--- config.mk ---
export PLATFORM = sky130hd
export DESIGN_NAME = jtag_vdr_host
export DESIGN_NICKNAME = d
export VERILOG_FILES = /design/src/rtl/jtag_host_pkg.sv /design/src/rtl/jtag_shift_unit.sv /design/src/rtl/jtag_vdr_host.sv
export SDC_FILE = /design/constraint.sdc
export NUM_CORES = 1
export LEC_CHECK = 0
export ABC_AREA = 1
export CORE_MARGIN = 4
export CORE_UTILIZATION = 58
export DETAILED_ROUTE_END_ITERATION = 10
export PLACE_DENSITY = 0.84
export SLEW_MARGIN = 10
export SYNTH_ARGS = -nofsm -noshare
export SYNTH_HDL_FRONTEND = slang
export SYNTH_SLANG_ARGS = --single-unit
--- constraint.sdc ---
create_clock -name clk -period 2.9 [get_ports clk]
set_clock_uncertainty 0.05 [all_clocks]
set_input_delay 0.435 -clock clk [delete_from_list [all_inputs] [get_ports clk]]
set_output_delay 0.435 -clock clk [all_outputs]
set_load 0.02 [all_outputs]
--- src/rtl/jtag_host_pkg.sv ---
// Shared definitions for the JTAG virtual-DR host: sequencer states,
// TMS header pattern and default register lengths.
package jtag_host_pkg;

  localparam int DEF_IR_W     = 2;
  localparam int DEF_DR_W     = 8;
  localparam int INIT_TMS_LEN = 5;
  localparam int INIT_LEN     = INIT_TMS_LEN + 1;
  localparam int HDR_LEN      = 4;
  localparam int TAIL_LEN     = 2;

  // Read MSB first: 1,1,0,0 walks Select -> Select -> Capture -> Shift.
  localparam logic [3:0] HDR_TMS = 4'b1100;

  typedef enum logic [2:0] {
    ST_INIT     = 3'd0,
    ST_IDLE     = 3'd1,
    ST_IR_HDR   = 3'd2,
    ST_IR_SHIFT = 3'd3,
    ST_DR_HDR   = 3'd4,
    ST_DR_SHIFT = 3'd5,
    ST_TAIL     = 3'd6
  } state_e;

  function automatic logic hdr_tms(input logic [1:0] idx);
    return HDR_TMS[2'd3 - idx];
  endfunction

endpackage

--- src/rtl/jtag_shift_unit.sv ---
// TCK phase generator, per-segment bit counter, TDI serialiser and
// TDO deserialiser for the JTAG host.
module jtag_shift_unit
  import jtag_host_pkg::*;
#(
  parameter int IR_W  = DEF_IR_W,
  parameter int DR_W  = DEF_DR_W,
  parameter int CNT_W = 5
) (
  input  logic             clk,
  input  logic             aclr,
  input  logic             i_active,
  input  logic             i_adv,
  input  logic             i_seg_last,
  input  logic             i_load,
  input  logic [IR_W-1:0]  i_ir,
  input  logic [DR_W-1:0]  i_dr,
  input  logic             i_next_shift,
  input  logic             i_cap,
  input  logic             i_tdo,
  output logic             o_tck,
  output logic             o_tdi,
  output logic [CNT_W-1:0] o_bit_cnt,
  output logic [CNT_W-1:0] o_bit_cnt_nxt,
  output logic [DR_W-1:0]  o_cap_data
);

  localparam int TOT_W = IR_W + DR_W;

  logic             r_tck;
  logic             r_tdi;
  logic [CNT_W-1:0] r_cnt;
  logic [CNT_W-1:0] w_cnt_nxt;
  logic [TOT_W-1:0] r_tdi_sr;
  logic [DR_W-1:0]  r_tdo_sr;

  always_comb begin
    w_cnt_nxt = r_cnt;
    if (i_adv) begin
      if (i_seg_last) begin
        w_cnt_nxt = {CNT_W{1'b0}};
      end else begin
        w_cnt_nxt = r_cnt + CNT_W'(1);
      end
    end else begin
      w_cnt_nxt = r_cnt;
    end
  end

  // The IR bits sit below the DR bits so one LSB-first stream serves both scans.
  always_ff @(posedge clk) begin
    if (aclr) begin
      r_tck    <= 1'b0;
      r_tdi    <= 1'b0;
      r_cnt    <= {CNT_W{1'b0}};
      r_tdi_sr <= {TOT_W{1'b0}};
      r_tdo_sr <= {DR_W{1'b0}};
    end else begin
      if (i_active) begin
        r_tck <= ~r_tck;
      end else begin
        r_tck <= 1'b0;
      end
      r_cnt <= w_cnt_nxt;
      if (i_load) begin
        r_tdi_sr <= {i_dr, i_ir};
      end else if (i_adv && i_next_shift) begin
        r_tdi_sr <= {1'b0, r_tdi_sr[TOT_W-1:1]};
      end
      if (i_adv) begin
        r_tdi <= i_next_shift ? r_tdi_sr[0] : 1'b0;
      end
      if (i_cap) begin
        r_tdo_sr <= {i_tdo, r_tdo_sr[DR_W-1:1]};
      end
    end
  end

  assign o_tck         = r_tck;
  assign o_tdi         = r_tdi;
  assign o_bit_cnt     = r_cnt;
  assign o_bit_cnt_nxt = w_cnt_nxt;
  assign o_cap_data    = r_tdo_sr;

endmodule

--- src/rtl/jtag_vdr_host.sv ---
// JTAG host that resets the TAP, then runs one IR scan followed by one DR
// scan per start request and returns the captured DR contents.
module jtag_vdr_host
  import jtag_host_pkg::*;
#(
  parameter int IR_W = DEF_IR_W,
  parameter int DR_W = DEF_DR_W
) (
  input  logic            clk,
  input  logic            aclr,
  input  logic            start,
  input  logic [IR_W-1:0] ir_val,
  input  logic [DR_W-1:0] dr_wr,
  output logic [DR_W-1:0] dr_rd,
  output logic            busy,
  output logic            done,
  output logic            jtag_tck,
  output logic            jtag_tms,
  output logic            jtag_tdi,
  input  logic            jtag_tdo
);

  localparam int CNT_W = $clog2(IR_W + DR_W + INIT_LEN + 1);

  state_e           r_state;
  state_e           w_state_nxt;
  logic             r_tms;
  logic             w_tms_nxt;
  logic             r_busy;
  logic             r_done;
  logic [DR_W-1:0]  r_dr_rd;
  logic             w_active;
  logic             w_accept;
  logic             w_adv;
  logic             w_last;
  logic             w_done_nxt;
  logic             w_next_shift;
  logic             w_cap;
  logic             w_tck;
  logic             w_tdi;
  logic [CNT_W-1:0] w_cnt;
  logic [CNT_W-1:0] w_cnt_nxt;
  logic [DR_W-1:0]  w_cap_data;

  // A bit advances on the edge that ends phase1, or on the accepting edge.
  assign w_active     = (r_state != ST_IDLE);
  assign w_accept     = (r_state == ST_IDLE) && start && !r_done;
  assign w_adv        = (w_active && w_tck) || w_accept;
  assign w_cap        = (r_state == ST_DR_SHIFT) && !w_tck;
  assign w_done_nxt   = w_adv && (r_state == ST_TAIL) && w_last;
  assign w_next_shift = (w_state_nxt == ST_IR_SHIFT) || (w_state_nxt == ST_DR_SHIFT);

  always_comb begin
    w_last = 1'b1;
    case (r_state)
      ST_INIT:     w_last = (w_cnt == CNT_W'(INIT_LEN - 1));
      ST_IR_HDR:   w_last = (w_cnt == CNT_W'(HDR_LEN - 1));
      ST_IR_SHIFT: w_last = (w_cnt == CNT_W'(IR_W - 1));
      ST_DR_HDR:   w_last = (w_cnt == CNT_W'(HDR_LEN - 1));
      ST_DR_SHIFT: w_last = (w_cnt == CNT_W'(DR_W - 1));
      ST_TAIL:     w_last = (w_cnt == CNT_W'(TAIL_LEN - 1));
      ST_IDLE:     w_last = 1'b1;
      default:     w_last = 1'b1;
    endcase
  end

  always_comb begin
    w_state_nxt = r_state;
    if (w_adv && w_last) begin
      case (r_state)
        ST_INIT:     w_state_nxt = ST_IDLE;
        ST_IDLE:     w_state_nxt = ST_IR_HDR;
        ST_IR_HDR:   w_state_nxt = ST_IR_SHIFT;
        ST_IR_SHIFT: w_state_nxt = ST_DR_HDR;
        ST_DR_HDR:   w_state_nxt = ST_DR_SHIFT;
        ST_DR_SHIFT: w_state_nxt = ST_TAIL;
        ST_TAIL:     w_state_nxt = ST_IDLE;
        default:     w_state_nxt = ST_INIT;
      endcase
    end else begin
      w_state_nxt = r_state;
    end
  end

  // TMS is decoded for the bit about to start, so it only moves when a bit begins.
  always_comb begin
    w_tms_nxt = 1'b0;
    case (w_state_nxt)
      ST_INIT:     w_tms_nxt = (w_cnt_nxt < CNT_W'(INIT_TMS_LEN));
      ST_IR_HDR:   w_tms_nxt = hdr_tms(w_cnt_nxt[1:0]);
      ST_IR_SHIFT: w_tms_nxt = (w_cnt_nxt == CNT_W'(IR_W - 1));
      ST_DR_HDR:   w_tms_nxt = hdr_tms(w_cnt_nxt[1:0]);
      ST_DR_SHIFT: w_tms_nxt = (w_cnt_nxt == CNT_W'(DR_W - 1));
      ST_TAIL:     w_tms_nxt = (w_cnt_nxt == {CNT_W{1'b0}});
      ST_IDLE:     w_tms_nxt = 1'b0;
      default:     w_tms_nxt = 1'b0;
    endcase
  end

  always_ff @(posedge clk) begin
    if (aclr) begin
      r_state <= ST_INIT;
      r_tms   <= 1'b1;
      r_busy  <= 1'b1;
      r_done  <= 1'b0;
      r_dr_rd <= {DR_W{1'b0}};
    end else begin
      r_state <= w_state_nxt;
      r_tms   <= w_tms_nxt;
      r_busy  <= (w_state_nxt != ST_IDLE);
      r_done  <= w_done_nxt;
      if (w_done_nxt) begin
        r_dr_rd <= w_cap_data;
      end
    end
  end

  jtag_shift_unit #(
    .IR_W  (IR_W),
    .DR_W  (DR_W),
    .CNT_W (CNT_W)
  ) u_shift (
    .clk           (clk),
    .aclr          (aclr),
    .i_active      (w_active),
    .i_adv         (w_adv),
    .i_seg_last    (w_last),
    .i_load        (w_accept),
    .i_ir          (ir_val),
    .i_dr          (dr_wr),
    .i_next_shift  (w_next_shift),
    .i_cap         (w_cap),
    .i_tdo         (jtag_tdo),
    .o_tck         (w_tck),
    .o_tdi         (w_tdi),
    .o_bit_cnt     (w_cnt),
    .o_bit_cnt_nxt (w_cnt_nxt),
    .o_cap_data    (w_cap_data)
  );

  assign dr_rd    = r_dr_rd;
  assign busy     = r_busy;
  assign done     = r_done;
  assign jtag_tck = w_tck;
  assign jtag_tms = r_tms;
  assign jtag_tdi = w_tdi;

endmodule

==> summary.md, run 1 <==
| Metric | Value |
|---|---|
| Clock insertion delay at the later pin of the skew report | `0.36 ns` |
| Resize count post-CTS | `0` |
| RSZ-0062 raised after global routing | `false` |
| Synth cell types | `21` |
| Crit path DAT | `2.26 ns` |
| Die Y | `65.4 um` |
| Main flop type after synthesis | `dfxtp_1` |
| CP peak stage delay | `0.47 ns` |
| WP depth | `15` |
| Area Growth Syn to Fin | `19.7%` |
| Vias | `1822` |
| PortBufs | `26` |
| Worst setup path category | `reg2reg` |
| Ys async rst share | `0%` |
| Total gr overflow | `0` |
| Share of layout cells above drive strength 1 | `7.36%` |
| Number of setup buffers added after CTS | `0` |
| Hold Buf Count CTS | `0` |
| Drt wl/cell | `10.5 um` |
| Number of pins with negative max-slew slack in the final report | `0` |
| Top cells by area, synth | `dfxtp_1 41%, nor2_1 15%, nand2_1 13%` |
| Slowest stage cell on the critical path | `dfxtp_1` |
| Final wirelength | `3.90 mm` |
| Hold Path Stages | `2` |
| Initial antenna violation count | `0` |
| Clock Sinks | `39` |
| CP Cell Sequence | `inv_1 -> nand3_1 -> nand3_1 -> nand2_1 -> inv_1 -> nand2_2 -> nand2_4 -> nand2_4 -> nand2_1 -> nand2_2 -> nand3_2 -> nand2_4 -> o21ai_0 -> nand2_1 -> nor2_1` |
| Top delay family on crit path | `simple AND/OR/NAND/NOR gates` |
| Ant diodes | `0` |
| Post-Layout Cell Count | `370` |
| Clock transition at the registers of the reported paths | `0.12 ns` |
| Register area share after synthesis | `40.9%` |
| VDD IR max | `387 uV` |
| Synth Net Count | `312` |
| Core footprint | `0.00310 mm^2` |
| Initial Util | `61.5%` |
| Area post-placement | `0.00220 mm^2` |
| Number of synthesized flops with an enable pin | `0` |
| CTS tree | `yes` |
| Post-Synthesis Cell Area | `0.00191 mm^2` |
| P per Cell Area | `441 mW/mm^2` |
| Placed cells | `362` |
| Largest net degree at the start of global routing | `27` |
| First-pass detailed-route iteration total | `4` |
| Mapped Cells | `297` |
| Share of the synthesized area in the top cell type | `40.9%` |
| Vias per cell | `4.92` |
| Fmax | `0.489 GHz` |
| First-pass GRT wire length | `7.04 mm` |
| Initial detailed-routing violation count | `159` |
| Worst Hold Class | `reg2reg` |
| Yosys Warn Count | `0` |
| Area of the die | `0.00427 mm^2` |
| CP required | `3.11 ns` |
| Final Wtd Congestion | `0.914` |
| Clk Tree Root Cell | `clkbuf_4` |
| Final Hold Vio Count | `0` |
| Worst reg2reg path depth | `15` |
| CTS Buffer Depth | `2` |
| Max-Cap Viols | `0` |
| CTS Buf Count | `5` |
| Worst-margin pin slew | `0.650 ns` |
| Critical path capture point type | `flop` |
| Drt drc | `0` |
| Setup_tns | `0 ns` |
| Chip width | `65.4 um` |
| Tmin final | `2.04 ns` |
| Cell taking the most area after synthesis | `dfxtp_1` |
| Number of global-route vias before repair | `1656` |
| CP bufs+invs | `2` |
| Syn Area/Cell | `6.43 um^2` |
| Hold slack | `0.401 ns` |
| H-tree lvl count | `2` |
| Most common cell in the netlist | `nor2_1` |
| Max-slew headroom | `56.6%` |
| # rows | `20` |
| Synth cell count leaders | `74 x nor2_1, 64 x nand2_1, 39 x dfxtp_1` |
| CP Max Fanout | `18` |
| Detail Route Antenna Nets | `0` |
| Final nets | `340` |
| CP Launch Type | `flop` |
| Final Cycle Share | `70.5%` |
| Yosys reg bits | `39` |
| Design area | `0.00229 mm^2` |
| Io pins | `27` |
| Dpl hpwl | `2.90 mm` |
| Gr usage total | `21.1%` |
| Outcome | `finished, final reports clean` |
| Final setup viols | `0` |
| Pleak | `0.996 nW` |
==> layout make-up <==
| cell class | instances | area, um^2 |
|---|---|---|
| clock buffer | 6 | 51.3 |
| clock inverter | 2 | 38.8 |
| fill | 290 | 817 |
| inverter | 37 | 139 |
| multi-input combinational | 214 | 946 |
| sequential | 39 | 781 |
| tap | 44 | 55.1 |
| timing repair buffer | 28 | 275 |
==> power by group <==
group | switching, mW | total, mW | leakage (nW) | internal (mW)
combinational | 0.0406 | 0.0728 | 0.632 | 0.0322
clock | 0.186 | 0.394 | 0.0489 | 0.208
sequential | 0.00304 | 0.542 | 0.315 | 0.539
==> cells by family after synthesis <==
kind of cell	share of synthesized area, %
buf+inv	9.57
simple gates	38.7
flops	40.9
compound gates	10.2
fa+ha+maj	0.655
==> cell usage in the layout, fill, tap and decap left out, types with 3 or more instances in the layout <==
cell             count
o21ai_0             24
clkdlybuf4s50_1     26
nor2_1              74
a21oi_1             13
nand3_1             21
nand2_4              3
dfxtp_1             39
inv_2                4
inv_1               32
nand2_1             64
clkbuf_4             5
nand4_1              4
nand2_2              3
==> stage by stage <==
| step | power [mW] | worst slack [ns] | util, % |
|---|---|---|---|
| floorplan | 0.597 | 1.15 | - |
| global placement | 0.625 | 0.553 | 70.8 |
| detailed placement | 0.626 | 0.509 | 70.8 |
| CTS | 1.01 | 0.846 | 73.7 |
| global route | 1.05 | 0.575 | 73.7 |
| finish | 1.01 | 0.856 | 73.7 |
==> path summary, 6_finish.rpt <==
path,start,end,slack [ns]
hold / removal,dr_rd[0]$_SDFFE_PP0P_,dr_rd[0]$_SDFFE_PP0P_,0.40
setup / recovery,r_state[0]$_SDFF_PP0_,u_shift.r_tdi_sr[5]$_SDFFE_PP0P_,0.86
hold reg to reg,dr_rd[0]$_SDFFE_PP0P_,dr_rd[0]$_SDFFE_PP0P_,0.40
setup reg to reg,r_state[0]$_SDFF_PP0_,u_shift.r_tdi_sr[5]$_SDFFE_PP0P_,0.86
==> registers in the layout, indices dropped and copies added (netlist names) <==
name	flops
done	1
busy	1
jtag_tms	1
u_shift.o_tdi	1
r_state	3
u_shift.o_bit_cnt	5
u_shift.o_tck	1
u_shift.o_cap_data	8
u_shift.r_tdi_sr	10
dr_rd	8
==> worst min-delay path: stages, from the launching register on <==
cell	delay, ns
dfxtp_1	0.33
inv_1	0.04
a21oi_1	0.05
==> per-layer routing <==
metal  global-route usage (%)  part of all wire [%]  vias up
met1                     27.2                    48      790
met3                     5.81                   4.8        6
met5                        0                     0        -
met4                     7.51                   1.4        0
met2                     33.6                    46       44
li1                         -                     -      982
No activity file was read; power rests on OpenSTA's default activity.
==> inputs of run 2 (changes only) <==
--- a/config.mk
+++ b/config.mk
@@ -7,9 +7,9 @@
 export LEC_CHECK = 0
 export ABC_AREA = 1
 export CORE_MARGIN = 4
-export CORE_UTILIZATION = 58
+export CORE_UTILIZATION = 48
 export DETAILED_ROUTE_END_ITERATION = 10
-export PLACE_DENSITY = 0.84
+export PLACE_DENSITY = 0.74
 export SLEW_MARGIN = 10
 export SYNTH_ARGS = -nofsm -noshare
 export SYNTH_HDL_FRONTEND = slang
==> constraint.sdc (replaced) <==
create_clock -name clk -period 1.83 [get_ports clk]
set_clock_uncertainty 0.05 [all_clocks]
set_input_delay 0.2745 -clock clk [delete_from_list [all_inputs] [get_ports clk]]
set_output_delay 0.2745 -clock clk [all_outputs]
set_load 0.02 [all_outputs]
==> summary.md, run 2 (same netlist as run 1, synthesis figures left out) <==
| Metric | Value |
|---|---|
| Outcome | `complete, but fails checks` |
| Failing checks | `negative setup slack` |
| PortBufs | `26 (unchanged)` |
| Pleak | `1.18 nW (+18%)` |
| Final Wtd Congestion | `0.842 (-7.8%)` |
| Initial detailed-routing violation count | `128 (-19%)` |
| Most flops, register | `u_shift.r_tdi_sr` |
| Worst-margin pin slew | `0.372 ns (-0.278 ns)` |
| Gr usage total | `19.5% (-1.5 points)` |
| Number of pins with negative max-slew slack in the final report | `0 (unchanged)` |
| Dpl hpwl | `3.23 mm (+11%)` |
| Ant diodes | `0 (unchanged)` |
| Io pins | `27 (unchanged)` |
| Setup crit end | `jtag_tms$_SDFF_PP1_` |
| Clock transition at the registers of the reported paths | `0.08 ns (-0.04 ns)` |
| CP Max Fanout | `7 (-11)` |
| Core footprint | `0.00374 mm^2 (+21%)` |
| Share of layout cells above drive strength 1 | `26.3% (+19 points)` |
| Final Cycle Share | `104% (+33 points)` |
| CP bufs+invs | `3 (+1)` |
| Setup WS pre-CTS | `-0.263 ns (-0.772 ns)` |
| CTS tree | `yes` |
| Worst reg2reg path depth | `18 (+3)` |
| VDD IR max | `496 uV (+28%)` |
| Worst R2R End | `jtag_tms$_SDFF_PP1_` |
| Most frequent cells in the layout | `70 x nor2_1, 49 x nand2_1, 36 x dfxtp_1, 28 x inv_1, 27 x buf_4` |
| CP startpoint | `r_state[2]$_SDFF_PP0_` |
| H-tree lvl count | `2 (unchanged)` |
| Total gr overflow | `0 (unchanged)` |
| Flop2flop setup slack | `-0.07 ns (-0.92 ns)` |
| Drt wl/cell | `12.4 um (+18%)` |
| WP depth | `18 (+3)` |
| Max-Cap Viols | `0 (unchanged)` |
| First-pass GRT wire length | `8.07 mm (+15%)` |
| Vias per cell | `5.10 (+3.5%)` |
| CP peak stage delay | `0.41 ns (-0.06 ns)` |
| CP Launch Type | `flop` |
| RSZ-0062 raised after global routing | `true` |
| Number of global-route vias before repair | `1851 (+12%)` |
| Tmin final | `1.90 ns (-0.146 ns)` |
| Final setup margin | `-0.0679 ns (-0.924 ns)` |
| Final wirelength | `5.04 mm (+29%)` |
| Area of the die | `0.00505 mm^2 (+18%)` |
| Fmax | `0.527 GHz (+7.7%)` |
| Initial Util | `51.0% (-11 points)` |
| Total power | `1.76 mW (+75%)` |
| Chip width | `71.1 um (+8.7%)` |
| Crit path DAT | `2.05 ns (-0.21 ns)` |
| CTS Buffer Depth | `2 (unchanged)` |
| Util after Layout | `73.5% (-0.21 points)` |
| Detail Route Antenna Nets | `0 (unchanged)` |
| # rows | `22 (+10%)` |
| First-pass detailed-route iteration total | `5 (+1)` |
| R2r startpoint | `r_state[2]$_SDFF_PP0_` |
| Most common cell after layout, fill and taps aside | `nor2_1` |
| Largest net degree at the start of global routing | `26 (-3.7%)` |
| Max FFs per register | `10 (unchanged)` |
| Hold Buf Count CTS | `0 (unchanged)` |
| Top delay family on crit path | `simple AND/OR/NAND/NOR gates` |
| Area Growth Syn to Fin | `44.0%` |
| Vias | `2070 (+14%)` |
| Die Y | `71.1 um (+8.7%)` |
| Slowest stage cell on the critical path | `dfxtp_4` |
| Initial antenna violation count | `0 (unchanged)` |
| Final Hold Vio Count | `0 (unchanged)` |
| Final setup viols | `12 (+12)` |
| CP dominant cell by count | `nand2_2` |
| P per Cell Area | `641 mW/mm^2 (+45%)` |
| Clk Tree Root Cell | `clkbuf_8` |
| Critical path capture point type | `flop` |
| Worst Hold Class | `reg2reg` |
| Worst setup path category | `reg2reg` |
| CTS Buf Count | `5 (unchanged)` |
| Hold slack | `0.395 ns (-0.00596 ns)` |
| CP Cell Sequence | `inv_4 -> nand2_2 -> nand2_1 -> nand2_1 -> nand2_2 -> nor2_2 -> nand2_2 -> nand2_4 -> nand2_8 -> buf_6 -> nand2_2 -> nand2_2 -> nand2_2 -> nand2_2 -> nand3_2 -> nand2_2 -> inv_2 -> nand2_1` |
| Max-slew headroom | `75.2% (+19 points)` |
| CP required | `1.98 ns (-1.13 ns)` |
| Drt drc | `0 (unchanged)` |
| Final nets | `372 (+9.4%)` |
| Clock insertion delay at the later pin of the skew report | `0.29 ns (-0.07 ns)` |
| Clock Sinks | `39 (unchanged)` |
## run 2: cell count changes in the layout (fill, tap and decap cells not counted), sizes merged
cell	change
buf	+30
nand2	+2
## run 2: how the worst min path moves through the flow
stage,start,endpoint,slack [ns],cells past startpoint
final,dr_rd[4]$_SDFFE_PP0P_,dr_rd[4]$_SDFFE_PP0P_,0.40,2
after global routing,dr_rd[4]$_SDFFE_PP0P_,dr_rd[4]$_SDFFE_PP0P_,0.42,2
after CTS,dr_rd[4]$_SDFFE_PP0P_,dr_rd[4]$_SDFFE_PP0P_,0.40,2
after detailed placement,dr_rd[4]$_SDFFE_PP0P_,dr_rd[4]$_SDFFE_PP0P_,0.38,2
after global placement,dr_rd[1]$_SDFFE_PP0P_,dr_rd[1]$_SDFFE_PP0P_,0.38,2
after floorplan,aclr,u_shift.r_tdi_sr[9]$_SDFFE_PP0P_,0.29,1
## run 2: power by group
part	total [mW]	internal, mW	switching (mW)
Combinational	0.146	0.0676	0.0786
Sequential	0.854	0.848	0.00537
Clock	0.762	0.448	0.314
Total	1.76	1.36	0.398
## run 2: stage by stage
stage                     cells  TNS (ns)  cell area, um^2
after floorplan             297         0             1910
after global placement      389     -3.95             2370
after detailed placement    389     -4.29             2370
after CTS                   402         0             2570
after global routing        406     -2.76             2750
final                       406    -0.236             2750
## run 2: worst reg2reg max path, delay by kind of cell, from the launching register on
family	cells	cell delay, ns
simple gates	15	1.11
buf+inv	3	0.23
flops	1	0.41
## run 2: metal layers
layer | share of wire (%) | vias to the layer above | global-route usage [%]
met1 | 44 | 953 | 24.4
li1 | - | 1053 | -
met3 | 4.1 | 10 | 5.54
met2 | 50 | 54 | 32.9
met4 | 1.7 | 0 | 5.22
met5 | 0 | - | 0
## run 2: layout make-up
type / count / area [um^2]
multi-input cells: 216 / 1110
fillers: 311 / 993
flip-flops and latches: 39 / 792
repair buffers: 58 / 519
inverters: 37 / 149
clock buffers: 6 / 82.6
well taps: 48 / 60.1
clock inverters: 2 / 38.8
## run 2: what timing repair did
item | CTS | global route
endpoints found under the setup margin | 12 | 15
buffers inserted | 3 | 4
cloned | 2 | 0
gates resized for setup | 15 | 46
pin swaps | 4 | 19
==> inputs of run 3 (changes only) <==
--- a/config.mk
+++ b/config.mk
@@ -10,6 +10,7 @@
 export CORE_UTILIZATION = 48
 export DETAILED_ROUTE_END_ITERATION = 10
 export PLACE_DENSITY = 0.74
+export SETUP_SLACK_MARGIN = 0.15
 export SLEW_MARGIN = 10
 export SYNTH_ARGS = -nofsm -noshare
 export SYNTH_HDL_FRONTEND = slang
==> summary.md, run 3 (same netlist as run 1, synthesis figures left out) <==
| Metric | Value |
|---|---|
| Final nets | `372 (unchanged)` |
| Failing checks | `negative setup slack` |
| Final setup margin | `-0.145 ns (-0.0775 ns)` |
| Placed cells | `380 (-2.3%)` |
| Initial detailed-routing violation count | `122 (-4.7%)` |
| CP Launch Type | `flop` |
| Drt wl/cell | `13.5 um (+8.8%)` |
| Max FFs per register | `10 (unchanged)` |
| Most flops, register | `u_shift.r_tdi_sr` |
| Worst Hold Class | `reg2reg` |
| Chip width | `71.1 um (unchanged)` |
| Tmin final | `1.98 ns (+0.0775 ns)` |
| Max-slew headroom | `68.5% (-6.7 points)` |
| Total gr overflow | `0 (unchanged)` |
| Critical path capture point type | `flop` |
| Post-Layout Cell Count | `406 (unchanged)` |
| First-pass detailed-route iteration total | `5 (unchanged)` |
| First-pass GRT wire length | `8.00 mm (-0.77%)` |
| Area of the die | `0.00505 mm^2 (unchanged)` |
| Share of layout cells above drive strength 1 | `27.9% (+1.7 points)` |
| Clock transition at the registers of the reported paths | `0.08 ns (about the same)` |
| Final Wtd Congestion | `0.837 (-0.66%)` |
| Largest net degree at the start of global routing | `27 (+3.8%)` |
| Crit path DAT | `2.11 ns (+0.06 ns)` |
| H-tree lvl count | `2 (unchanged)` |
| Worst setup path category | `reg2reg` |
| Vias per cell | `5.14 (+0.82%)` |
| CP Max Fanout | `7 (unchanged)` |
| Hold slack | `0.396 ns (+0.00101 ns)` |
| Most frequent cells in the layout | `67 x nor2_1, 51 x nand2_1, 36 x dfxtp_1, 29 x inv_1, 26 x clkdlybuf4s50_1` |
| CP required | `1.96 ns (-0.02 ns)` |
| Core footprint | `0.00374 mm^2 (unchanged)` |
| Io pins | `27 (unchanged)` |
| Number of global-route vias before repair | `1880 (+1.6%)` |
| VDD IR max | `509 uV (+2.6%)` |
| Number of pins with negative max-slew slack in the final report | `0 (unchanged)` |
| Detail Route Antenna Nets | `0 (unchanged)` |
| Area Growth Syn to Fin | `48.9%` |
| Dpl hpwl | `2.97 mm (-8.0%)` |
| Die Y | `71.1 um (unchanged)` |
| Clk Tree Root Cell | `clkbuf_8` |
| Fmax | `0.506 GHz (-3.9%)` |
| Initial Util | `51.0% (unchanged)` |
| Final Hold Vio Count | `0 (unchanged)` |
| Clock insertion delay at the later pin of the skew report | `0.29 ns (about the same)` |
| Ant diodes | `0 (unchanged)` |
| Setup_tns | `-1.07 ns (-0.834 ns)` |
| Final wirelength | `5.48 mm (+8.8%)` |
| Outcome | `complete, but fails checks` |
| Drt drc | `0 (unchanged)` |
| RSZ-0062 raised after global routing | `true` |
| Vias | `2087 (+0.82%)` |
| Most common cell after layout, fill and taps aside | `nor2_1` |
| P per Cell Area | `613 mW/mm^2 (-4.3%)` |
| Initial antenna violation count | `0 (unchanged)` |
| Gr usage total | `19.4% (-0.10 points)` |
| CTS tree | `yes` |
| Final Cycle Share | `108% (+4.2 points)` |
| Worst-margin pin slew | `0.471 ns (+0.0996 ns)` |
| Pleak | `1.19 nW (+0.90%)` |
| CTS Buffer Depth | `2 (unchanged)` |
| Clock Sinks | `39 (unchanged)` |
| PortBufs | `26 (unchanged)` |
| # rows | `22 (unchanged)` |
| Final setup viols | `19 (+7)` |
| Setup WS pre-CTS | `-0.300 ns (-0.0374 ns)` |
| Max-Cap Viols | `0 (unchanged)` |
| CTS Buf Count | `5 (unchanged)` |
==> run 3: changes by cell type in the layout (fill, tap and decap cells not counted), sizes merged <==
cell	before	now
clkinvlp	0	1
clkbuf	6	5
==> run 3: layout make-up <==
type	count	area [um^2]
flip-flops and latches	39	792
fillers	275	901
well taps	48	60.1
clock inverters	3	47.5
inverters	37	155
clock buffers	5	68.8
multi-input cells	216	1190
repair buffers	58	531
==> run 3: path summary, 6_finish.rpt <==
kind | startpoint | endpoint | slack (ns) | cells past startpoint
max | r_state[2]$_SDFF_PP0_ | u_shift.r_tdi_sr[0]$_SDFFE_PP0P_ | -0.15 | 13
min | dr_rd[5]$_SDFFE_PP0P_ | dr_rd[5]$_SDFFE_PP0P_ | 0.40 | 2
max reg2reg | r_state[2]$_SDFF_PP0_ | u_shift.r_tdi_sr[0]$_SDFFE_PP0P_ | -0.15 | 13
min reg2reg | dr_rd[5]$_SDFFE_PP0P_ | dr_rd[5]$_SDFFE_PP0P_ | 0.40 | 2
==> run 3: timing repair <==
action / CTS / global route
pin swaps: 8 / 16
hold buffers: 0 / 0
gates resized for setup: 27 / 60
setup buffers: 12 / 2
endpoints found under the setup margin: 21 / 28
cloned: 4 / 0
==> run 3: power breakdown <==
group          total (mW)  switching [mW]  internal [mW]
Sequential          0.854         0.00550          0.848
Clock               0.741           0.327          0.413
Combinational       0.149          0.0801         0.0688
==> run 3: worst max-delay path: stages, from the launching register on <==
cell     delay (ns)
dfxtp_4        0.39
buf_4          0.15
nor2_1         0.20
nor2_4         0.08
nand2_2        0.11
nand2_4        0.12
nand2_8        0.11
nand2_4        0.05
nand2_4        0.09
nand3_4        0.14
nand2_4        0.12
inv_2          0.06
nor2_1         0.12
nor2_1         0.07
==> run 3: per-layer routing <==
metal	vias to the layer above	global-route usage [%]	wire length, um
met1	937	23.1	2260
met5	-	0	0
met2	77	33.7	2730
met4	0	7.10	144
li1	1055	-	-
met3	18	4.83	341
==> run 3: through the flow <==
step                cell area [um^2]  utilization, %  power (mW)
floorplan                       1920               -       0.945
global placement                2320            62.0        1.00
detailed placement              2320            62.0        1.00
CTS                             2630            70.3        1.74
global route                    2840            75.9        1.80
finish                          2840            75.9        1.74
